--- src/rtl/instr_decode_ctrl_if.sv ---
// Instruction-memory handshake plus the decoded control bundle that the
// fetch/decode controller drives into the register-file/ALU datapath.
interface instr_decode_ctrl_if #(
    parameter int unsigned PCW = 8
);
    logic [PCW-1:0] IMemAddr;
    logic           IMemRd;
    logic [15:0]    IMemData;
    logic           IMemValid;
    logic [3:0]     RdestRegLoc;
    logic [3:0]     RsrcRegLoc;
    logic [4:0]     OpCode;
    logic [15:0]    Imm;
    logic           Imm_s;
    logic           En;
    logic           FlagEn;
    logic           Illegal;
    logic           Halted;

    // Controller side: owns the memory request and the decoded outputs.
    modport master (
        output IMemAddr, IMemRd,
        input  IMemData, IMemValid,
        output RdestRegLoc, RsrcRegLoc, OpCode, Imm, Imm_s,
        output En, FlagEn, Illegal, Halted
    );

    // Memory/datapath side.
    modport slave (
        input  IMemAddr, IMemRd,
        output IMemData, IMemValid,
        input  RdestRegLoc, RsrcRegLoc, OpCode, Imm, Imm_s,
        input  En, FlagEn, Illegal, Halted
    );
endinterface

--- src/rtl/instr_decode_ctrl.sv ---
// Multi-cycle fetch/decode controller: fetches 16-bit words, decodes them
// into register indices, ALU opcode and immediate, pulses the write/flag
// enables in EXEC, advances the PC and stops on HALT.
module instr_decode_ctrl #(
    parameter int unsigned    PCW      = 8,
    parameter logic [PCW-1:0] RESET_PC = '0
) (
    input  logic                     Clk,
    input  logic                     Rst,
    instr_decode_ctrl_if.master      bus
);

    typedef enum logic [2:0] {
        S_START,
        S_FETCH,
        S_WAIT,
        S_DECODE,
        S_EXEC,
        S_HALT
    } state_t;

    state_t         r_state;
    logic [PCW-1:0] r_pc;
    logic           r_imem_rd;
    logic [3:0]     r_rdest;
    logic [3:0]     r_rsrc;
    logic [4:0]     r_opcode;
    logic [15:0]    r_imm;
    logic           r_imm_s;
    logic           r_en;
    logic           r_flag_en;
    logic           r_illegal;
    logic           r_halted;
    // Classification of the latched word, consumed when entering EXEC.
    logic           r_pend_en;
    logic           r_pend_flag;
    logic           r_pend_illegal;
    logic           r_pend_halt;

    logic [15:0]    w_inst;
    logic [3:0]     w_rdest;
    logic [3:0]     w_rsrc;
    logic [4:0]     w_opcode;
    logic [15:0]    w_imm;
    logic           w_imm_s;
    logic           w_en;
    logic           w_flag;
    logic           w_illegal;
    logic           w_halt;

    assign w_inst = bus.IMemData;

    // Combinational decode of the incoming word; only used on the WAIT->DECODE edge.
    always_comb begin
        w_rdest   = 4'd0;
        w_rsrc    = 4'd0;
        w_opcode  = 5'd0;
        w_imm     = 16'd0;
        w_imm_s   = 1'b0;
        w_en      = 1'b0;
        w_flag    = 1'b0;
        w_illegal = 1'b0;
        w_halt    = 1'b0;
        case (w_inst[15:12])
            4'h0: begin
                // Register-register form; func selects the ALU op.
                w_rdest = w_inst[11:8];
                w_rsrc  = w_inst[3:0];
                case (w_inst[7:4])
                    4'h0: ;  // NOP: no enables
                    4'h5: begin w_opcode = 5'd0; w_en = 1'b1; w_flag = 1'b1; end
                    4'h9: begin w_opcode = 5'd1; w_en = 1'b1; w_flag = 1'b1; end
                    4'hB: begin w_opcode = 5'd2; w_flag = 1'b1; end
                    4'h1: begin w_opcode = 5'd3; w_en = 1'b1; end
                    4'h2: begin w_opcode = 5'd4; w_en = 1'b1; end
                    4'h3: begin w_opcode = 5'd5; w_en = 1'b1; end
                    4'h6: begin w_opcode = 5'd6; w_en = 1'b1; end
                    4'h4: begin w_opcode = 5'd7; w_en = 1'b1; end
                    4'h8: begin w_opcode = 5'd8; w_en = 1'b1; end
                    4'hA: begin w_opcode = 5'd9; w_en = 1'b1; end
                    default: begin
                        w_rdest   = 4'd0;
                        w_rsrc    = 4'd0;
                        w_illegal = 1'b1;
                    end
                endcase
            end
            // Arithmetic immediates use a sign-extended imm8.
            4'h5: begin
                w_rdest = w_inst[11:8]; w_imm_s = 1'b1; w_opcode = 5'd0;
                w_imm = {{8{w_inst[7]}}, w_inst[7:0]}; w_en = 1'b1; w_flag = 1'b1;
            end
            4'h9: begin
                w_rdest = w_inst[11:8]; w_imm_s = 1'b1; w_opcode = 5'd1;
                w_imm = {{8{w_inst[7]}}, w_inst[7:0]}; w_en = 1'b1; w_flag = 1'b1;
            end
            4'hB: begin
                w_rdest = w_inst[11:8]; w_imm_s = 1'b1; w_opcode = 5'd2;
                w_imm = {{8{w_inst[7]}}, w_inst[7:0]}; w_flag = 1'b1;
            end
            // Logical immediates use a zero-extended imm8.
            4'h1: begin
                w_rdest = w_inst[11:8]; w_imm_s = 1'b1; w_opcode = 5'd3;
                w_imm = {8'h00, w_inst[7:0]}; w_en = 1'b1;
            end
            4'h2: begin
                w_rdest = w_inst[11:8]; w_imm_s = 1'b1; w_opcode = 5'd4;
                w_imm = {8'h00, w_inst[7:0]}; w_en = 1'b1;
            end
            4'h3: begin
                w_rdest = w_inst[11:8]; w_imm_s = 1'b1; w_opcode = 5'd5;
                w_imm = {8'h00, w_inst[7:0]}; w_en = 1'b1;
            end
            4'hF: begin
                if (w_inst[11:0] == 12'h000) begin
                    w_halt = 1'b1;
                end else begin
                    w_illegal = 1'b1;
                end
            end
            default: w_illegal = 1'b1;
        endcase
    end

    // Control FSM with registered outputs; pulses default low every cycle.
    always_ff @(posedge Clk or posedge Rst) begin
        if (Rst) begin
            r_state        <= S_START;
            r_pc           <= RESET_PC;
            r_imem_rd      <= 1'b0;
            r_rdest        <= 4'd0;
            r_rsrc         <= 4'd0;
            r_opcode       <= 5'd0;
            r_imm          <= 16'd0;
            r_imm_s        <= 1'b0;
            r_en           <= 1'b0;
            r_flag_en      <= 1'b0;
            r_illegal      <= 1'b0;
            r_halted       <= 1'b0;
            r_pend_en      <= 1'b0;
            r_pend_flag    <= 1'b0;
            r_pend_illegal <= 1'b0;
            r_pend_halt    <= 1'b0;
        end else begin
            r_imem_rd <= 1'b0;
            r_en      <= 1'b0;
            r_flag_en <= 1'b0;
            r_illegal <= 1'b0;
            case (r_state)
                S_START: begin
                    r_state   <= S_FETCH;
                    r_imem_rd <= 1'b1;
                end
                S_FETCH: begin
                    r_state <= S_WAIT;
                end
                S_WAIT: begin
                    if (bus.IMemValid) begin
                        r_state        <= S_DECODE;
                        r_rdest        <= w_rdest;
                        r_rsrc         <= w_rsrc;
                        r_opcode       <= w_opcode;
                        r_imm          <= w_imm;
                        r_imm_s        <= w_imm_s;
                        r_pend_en      <= w_en;
                        r_pend_flag    <= w_flag;
                        r_pend_illegal <= w_illegal;
                        r_pend_halt    <= w_halt;
                    end
                end
                S_DECODE: begin
                    r_state   <= S_EXEC;
                    r_en      <= r_pend_en;
                    r_flag_en <= r_pend_flag;
                    r_illegal <= r_pend_illegal;
                end
                S_EXEC: begin
                    if (r_pend_halt) begin
                        r_state  <= S_HALT;
                        r_halted <= 1'b1;
                    end else begin
                        r_state   <= S_FETCH;
                        r_pc      <= r_pc + 1'b1;
                        r_imem_rd <= 1'b1;
                    end
                end
                S_HALT: begin
                    r_state <= S_HALT;
                end
                default: begin
                    r_state <= S_START;
                end
            endcase
        end
    end

    assign bus.IMemAddr    = r_pc;
    assign bus.IMemRd      = r_imem_rd;
    assign bus.RdestRegLoc = r_rdest;
    assign bus.RsrcRegLoc  = r_rsrc;
    assign bus.OpCode      = r_opcode;
    assign bus.Imm         = r_imm;
    assign bus.Imm_s       = r_imm_s;
    assign bus.En          = r_en;
    assign bus.FlagEn      = r_flag_en;
    assign bus.Illegal     = r_illegal;
    assign bus.Halted      = r_halted;

endmodule

--- src/flat_wrapper.sv ---
// flat-port wrapper written by rule: the top's interface ports become plain ports
module instr_decode_ctrl_flat 
#(
    parameter int unsigned    PCW      = 8,
    parameter logic [PCW-1:0] RESET_PC = '0
)
  (Clk, Rst, bus_IMemAddr, bus_IMemRd, bus_IMemData, bus_IMemValid, bus_RdestRegLoc, bus_RsrcRegLoc, bus_OpCode, bus_Imm, bus_Imm_s, bus_En, bus_FlagEn, bus_Illegal, bus_Halted);
  instr_decode_ctrl_if #(.PCW(PCW)) bus_i ();
  input  logic Clk;
  input  logic Rst;
  output wire logic [$bits(bus_i.IMemAddr)-1:0] bus_IMemAddr;
  output wire logic [$bits(bus_i.IMemRd)-1:0] bus_IMemRd;
  input wire logic [$bits(bus_i.IMemData)-1:0] bus_IMemData;
  input wire logic [$bits(bus_i.IMemValid)-1:0] bus_IMemValid;
  output wire logic [$bits(bus_i.RdestRegLoc)-1:0] bus_RdestRegLoc;
  output wire logic [$bits(bus_i.RsrcRegLoc)-1:0] bus_RsrcRegLoc;
  output wire logic [$bits(bus_i.OpCode)-1:0] bus_OpCode;
  output wire logic [$bits(bus_i.Imm)-1:0] bus_Imm;
  output wire logic [$bits(bus_i.Imm_s)-1:0] bus_Imm_s;
  output wire logic [$bits(bus_i.En)-1:0] bus_En;
  output wire logic [$bits(bus_i.FlagEn)-1:0] bus_FlagEn;
  output wire logic [$bits(bus_i.Illegal)-1:0] bus_Illegal;
  output wire logic [$bits(bus_i.Halted)-1:0] bus_Halted;
  assign bus_IMemAddr = bus_i.IMemAddr;
  assign bus_IMemRd = bus_i.IMemRd;
  assign bus_i.IMemData = bus_IMemData;
  assign bus_i.IMemValid = bus_IMemValid;
  assign bus_RdestRegLoc = bus_i.RdestRegLoc;
  assign bus_RsrcRegLoc = bus_i.RsrcRegLoc;
  assign bus_OpCode = bus_i.OpCode;
  assign bus_Imm = bus_i.Imm;
  assign bus_Imm_s = bus_i.Imm_s;
  assign bus_En = bus_i.En;
  assign bus_FlagEn = bus_i.FlagEn;
  assign bus_Illegal = bus_i.Illegal;
  assign bus_Halted = bus_i.Halted;
  instr_decode_ctrl #(.PCW(PCW), .RESET_PC(RESET_PC)) u_core (.Clk(Clk), .Rst(Rst), .bus(bus_i));
endmodule
--- config.mk ---
export PLATFORM = sky130hd
export DESIGN_NAME = instr_decode_ctrl_flat
export DESIGN_NICKNAME = d
export VERILOG_FILES = /design/src/rtl/instr_decode_ctrl_if.sv /design/src/rtl/instr_decode_ctrl.sv /design/src/flat_wrapper.sv
export SDC_FILE = /design/constraint.sdc
export NUM_CORES = 1
export LEC_CHECK = 0
export CORE_AREA = 3 3 55 95
export CTS_CLUSTER_SIZE = 30
export DETAILED_ROUTE_END_ITERATION = 12
export DIE_AREA = 0 0 58 98
export GPL_TIMING_DRIVEN = 0
export PLACE_DENSITY = 0.76
export SLEW_MARGIN = 20
export SYNTH_ARGS = -nofsm -noshare
export SYNTH_HDL_FRONTEND = slang
export SYNTH_SLANG_ARGS = --single-unit
--- constraint.sdc ---
create_clock -name Clk -period 2.95 [get_ports Clk]
set_clock_uncertainty 0.05 [all_clocks]
set_input_delay 0.59 -clock Clk [delete_from_list [all_inputs] [get_ports Clk]]
set_output_delay 0.59 -clock Clk [all_outputs]
set_load 0.01 [all_outputs]
* Word level (Yosys, flattened, before mapping)
Cells that the tools add are included.
** Cells by class
- Add/subtract/negate cells :: 1
- Equal/unequal tests :: 23
- Multiplexer cells :: 25
- Bitwise gates (word level) :: 1
- Reduce and logical (&&, ||, !) cells :: 14
** Operators by type and width (number)
- case mux 4 bit (9 select lines) :: 1
- case mux 16 bit (2 select lines) :: 1
- case mux 5 bit (6 select lines) :: 1
- equality test 4 bit (second input constant) :: 7
- case mux 3 bit (6 select lines) :: 1
- equality test 4 x 2 -> 1 bit (second input constant) :: 4
- equality test 4 x 3 -> 1 bit (second input constant) :: 4
- logical NOT 12 bit :: 1
- two-way mux 4 bit :: 3
- two-way mux 1 bit :: 11
- OR reduction 11 bit :: 1
- OR reduction 3 bit :: 3
- OR reduction 9 bit :: 1
- adder 8 x 1 -> 8 bit (second input constant) :: 1
- equality test 4 x 1 -> 1 bit (second input constant) :: 2
- logical NOT 4 bit :: 2
- case mux 4 bit (2 select lines) :: 1
- equality test 3 x 2 -> 1 bit (second input constant) :: 2
- equality test 3 bit (second input constant) :: 2
- two-way mux 3 bit :: 2
- case mux 1 bit (2 select lines) :: 3
- AND reduction 2 bit :: 3
- OR reduction 6 bit :: 1
- OR reduction 5 bit :: 1
- other kinds (5) :: 5
** Word-level totals
- Flip-flop bits (word level) :: 50
- Input bits :: 19

* Logic depth before layout (Yosys ltp)
- Word-level depth :: 4
- Mapped depth :: 6
- Depth with buffers taken out :: 4

* Worst setup path after synthesis
OpenSTA, ideal clock, no wires.
- Path kind :: input to register
- Start point :: in bus_IMemData[12]
- End point :: reg u_core.r_rdest[0], in the netlist u_core.bus.RdestRegLoc[0]
- Library setup time :: 0.066 ns
- Data arrival time :: 1.629 ns
- Required time :: 2.834 ns
- Setup slack :: 1.205 ns
- Stages :: 5
- Path buffers :: 1
- Cells stage by stage :: buf_2 -> nor4_2 -> o21ai_0 -> a21oi_1 -> a22o_1
** Between the ends
- Longest elaborated chain between the ends :: 3
- Elaborated cells between the ends (all ways) :: 9
- Those cells by class :: 6 x eq/ne; 1 x mux; 2 x reduce/logical
** RTL lines
- start: declaration :: RTL line flat_wrapper.sv:13 : input wire logic [$bits(bus_i.IMemData)-1:0] bus_IMemData;
- equality test 4 x 3 -> 1 bit (tied with other cells) :: RTL line instr_decode_ctrl.sv:64 : case (w_inst[15:12])
- OR reduction 6 bit (no source line)
- case mux 4 bit (2 select lines) * :: RTL line instr_decode_ctrl.sv:64
- end signal: assignment :: RTL line instr_decode_ctrl.sv:160 : r_rdest <= w_rdest;
- end: declaration :: RTL line instr_decode_ctrl.sv:25 : logic [3:0] r_rdest;
Mark *: on every way between the ends. The rest lies on a longest branch, timed or not.
A chain may end at the register's enable or synchronous reset.

==> key figures <==
Status
  – Status: finished, final reports clean

Timing
  – Worst Tran Pin Value: roughly 0.5 ns
  – Setup TNS Final: 0 ns
  – Final hold slack: between 0.4 and 0.5 ns
  – Setup violators final: 0
  – Post-layout min period: about 2.1 ns
  – Slew Viols, Final: 0
  – Fin crit share: 70.98%
  – Slew headroom: 66.53%
  – Fmax: 477.6 MHz
  – Worst setup margin: 0.8560 ns
  – RSZ-0062 raised after global routing: no
  – Final Hold Fails: 0

Clock tree
  – H-tree depth: 2
  – CTS max path bufs: 2
  – Insertion delay to the later sink of the worst-skew pair: 0.29 ns
  – Cts-stage hold buffer count: 0
  – TritonCTS clock tree: yes
  – CTS clk-pin slew, worst paths: 0.08 ns
  – Post-CTS sizing: 0
  – Clock sinks: 42
  – Setup Buffers After CTS: 0
  – CTS buffer count: 5
  – CTS root buf: clkbuf_8

Power and ir drop
  – Peak VDD IR: 0.5013 mV
  – Clock power share: 19.5%
  – Gate power share: 42.2%
  – Pleak: about 1.2 nW
  – Pwr Density: 859.3 mW/mm2
  – Psw: around 760 uW
  – Internal: 1.609 mW
  – Sw Share: 32.09%
  – Sequential Power Share: between 30% and 40%

Synth
  – Async set-reset flop share out of synthesis: 100.0%
  – Number of flops mapped to enable cells by yosys: 0
  – Synth top area share: 51.76%
  – Mean post-synth cell area: 10.31 um2
  – Syn Nets: 217
  – Most frequently used flop master after synthesis: dfrtp_1
  – Synth unique cells: 43
  – Gate Count Post-Synth: 197
  – Synthesis Warnings: 0
  – Mapped Area: 0.002031 mm2
  – #FFs+latches synth: 42
  – Synth area leader: dfrtp_1
  – Leading cell types by total area after synthesis: dfrtp_1 (52%), nand2_1 (5.0%), o21ai_0 (3.9%), a22o_1 (3.9%), xnor2_1 (3.0%)
  – Seq/Total Area, Yosys: approximately 52%

Global routing
  – Initial antenna violation count: 0
  – Congestion Overflow GR: 0
  – Global-route wire length before repair: 8.349 mm
  – Number of global-route vias before repair: 1,702
  – Largest net degree at the start of global routing: 28
  – GRT Util Overall: around a fifth

Placed design
  – Dpl hpwl: 3.791 mm
  – Setup WS pre-CTS: 0.5943 ns
  – I/O Buffers: 53
  – Final Wtd Congestion: between 0.8 and 0.9

Final layout
  – Final #Nets: 278
  – Share of cells above drive strength 1: around 14%
  – Layout area overhead: 35.80%
  – FILL cells: just under 400
  – Ant diodes: 0

Routing
  – DRC: 0
  – Post-DR wirelength/cell: 16.03 um
  – WL final: about 5 mm
  – DR iter-0 viols: 70
  – Drt via density: 5.515
  – Via count: 1,704
  – First drt pass iteration count: 4
  – Remaining antenna violation count after routing: 0

Worst setup path
  – Critical path type: reg -> out
  – Setup crit start: u_core.bus.Imm[14]$_DFFE_PP0P_
  – Critical Path End Type: output pin
  – Required time worst endpoint: 2.31 ns
  – Startpoint class of the critical path: flip-flop
  – Arr. time, crit path: 1.45 ns
  – Reg2reg start: u_core.r_state[2]$_DFFE_PP0P_
  – Crit Path Max Fanout: 9

Worst hold path
  – Hold WC Path Type: reg -> reg
  – Hold Startpoint: u_core.bus.IMemAddr[7]$_DFFE_PP0P_

Floorplan
  – Die ar.: 0.005684 mm2
  – Core area: about 0.0045 mm2
  – Row cnt: 32
  – Initial Util: between 40% and 50%
  – Die width: 58 um
  – Die Y: between 90 and 100 um
  – IO Pins: 62

Job
  – Max-cap violations: 0
## final cells by class
type	count	area (um2)	share of cell area, %
multi-input cells	129	827.0	29.99
well taps	51	63.81	2.314
repair buffers	54	550.5	19.96
plain buffers	22	137.6	4.991
inverters	4	15.01	0.5445
flip-flops and latches	42	1051	38.11
clock buffers	6	82.58	2.995
clock inverters	1	30.03	1.089
## synthesized netlist by cell type (all sizes together), types with 2 or more instances
cell type / instances
dfrtp: 42
a31oi: 4
xnor2: 7
nand2: 27
inv: 4
a21oi: 6
and3: 6
nor4: 3
nor2: 13
nand4: 5
o21ai: 16
a22o: 9
nor4b: 3
nor3b: 4
buf: 18
nor2b: 2
xor2: 2
o31ai: 3
a211oi: 2
clkbuf: 4
## flip-flops by register name (all words and copies together) (netlist names)
register	flops
u_core.bus.Imm	9
u_core.bus.IMemAddr	8
u_core.bus.OpCode	4
u_core.bus.RdestRegLoc	4
u_core.bus.RsrcRegLoc	4
u_core.r_state	3
u_core.bus.En	1
u_core.bus.FlagEn	1
u_core.bus.Halted	1
u_core.bus.IMemRd	1
u_core.bus.Illegal	1
u_core.bus.Imm_s	1
u_core.r_pend_en	1
u_core.r_pend_flag	1
u_core.r_pend_halt	1
u_core.r_pend_illegal	1
## power groups by stage
stage	Sequential [mW]	Combinational [mW]	Clock [mW]
after floorplan	0.970	0.436	0
after global placement	0.910	0.984	0
after detailed placement	0.922	1.01	0
after CTS	0.910	1.02	0.469
after global routing	0.942	1.09	0.489
final	0.908	1.00	0.461
## placed cells by master, fill, tap and decap left out, drive strengths merged, types with 2 or more instances in the layout
cell type / netlist / layout
nor3b: 4 / 4
nand4: 5 / 5
dfrtp: 42 / 42
a22o: 9 / 9
xnor2: 7 / 7
a31oi: 4 / 4
nor2b: 2 / 2
nor2: 13 / 13
buf: 18 / 19
nand2: 27 / 27
o31ai: 3 / 3
a21oi: 6 / 6
o21ai: 16 / 16
clkdlybuf4s50: 0 / 53
xor2: 2 / 2
nor4b: 3 / 3
clkbuf: 4 / 10
a211oi: 2 / 2
and3: 6 / 6
nor4: 3 / 3
inv: 4 / 4
## worst paths after layout
kind | to | slack, ns | cells after the start
min | u_core.bus.IMemAddr[7]$_DFFE_PP0P_ | 0.42 | 1
max | bus_Imm[15] | 0.86 | 2
min in group asynchronous | u_core.bus.IMemAddr[7]$_DFFE_PP0P_ | 0.53 | 2
max in group asynchronous | u_core.bus.OpCode[0]$_DFFE_PP0P_ | 1.86 | 3
min reg2reg | u_core.bus.IMemAddr[7]$_DFFE_PP0P_ | 0.42 | 1
max reg2reg | u_core.bus.RdestRegLoc[2]$_DFFE_PP0P_ | 1.13 | 4
## per-stage QoR
stage	cells	util (%)	cell area [um2]	total power, mW
2_1_floorplan	197	-	2031	1.406
3_3_place_gp	301	58.54	2625	1.894
3_5_place_dp	302	58.98	2645	1.933
4_1_cts	309	61.50	2758	2.395
5_1_grt	309	61.50	2758	2.518
6_report	309	61.50	2758	2.370
## routing by layer
layer | global-route usage [%] | vias to the layer above | wire, um
met2 | 33.89 | 50 | 2777
met4 | 7.500 | 0 | 115
met1 | 21.00 | 834 | 1876
met3 | 2.646 | 11 | 185
met5 | 0 | - | 0
li1 | - | 809 | -
## critical path, cell delays in order, from the launching register on
cell and delay, ns:
dfrtp_1 0.48, buf_4 0.15, clkdlybuf4s50_1 0.53
## logic make-up (layout without fill, tap and decap cells)
logic type / Yosys count / in the layout / synth area share [%]
AND/OR/NAND/NOR: 70 / 70 / 19.65
other: 1 / 1 / 0.1847
XOR/XNOR: 9 / 9 / 3.882
adder cells (fa/ha/maj): 1 / 1 / 0.6160
buffers and inverters: 26 / 87 / 7.517
multiplexers: 1 / 1 / 0.5545
flip-flops: 42 / 42 / 51.76
AO/OA/AOI/OAI: 47 / 47 / 15.84
Power figures use the tool's default switching activity.
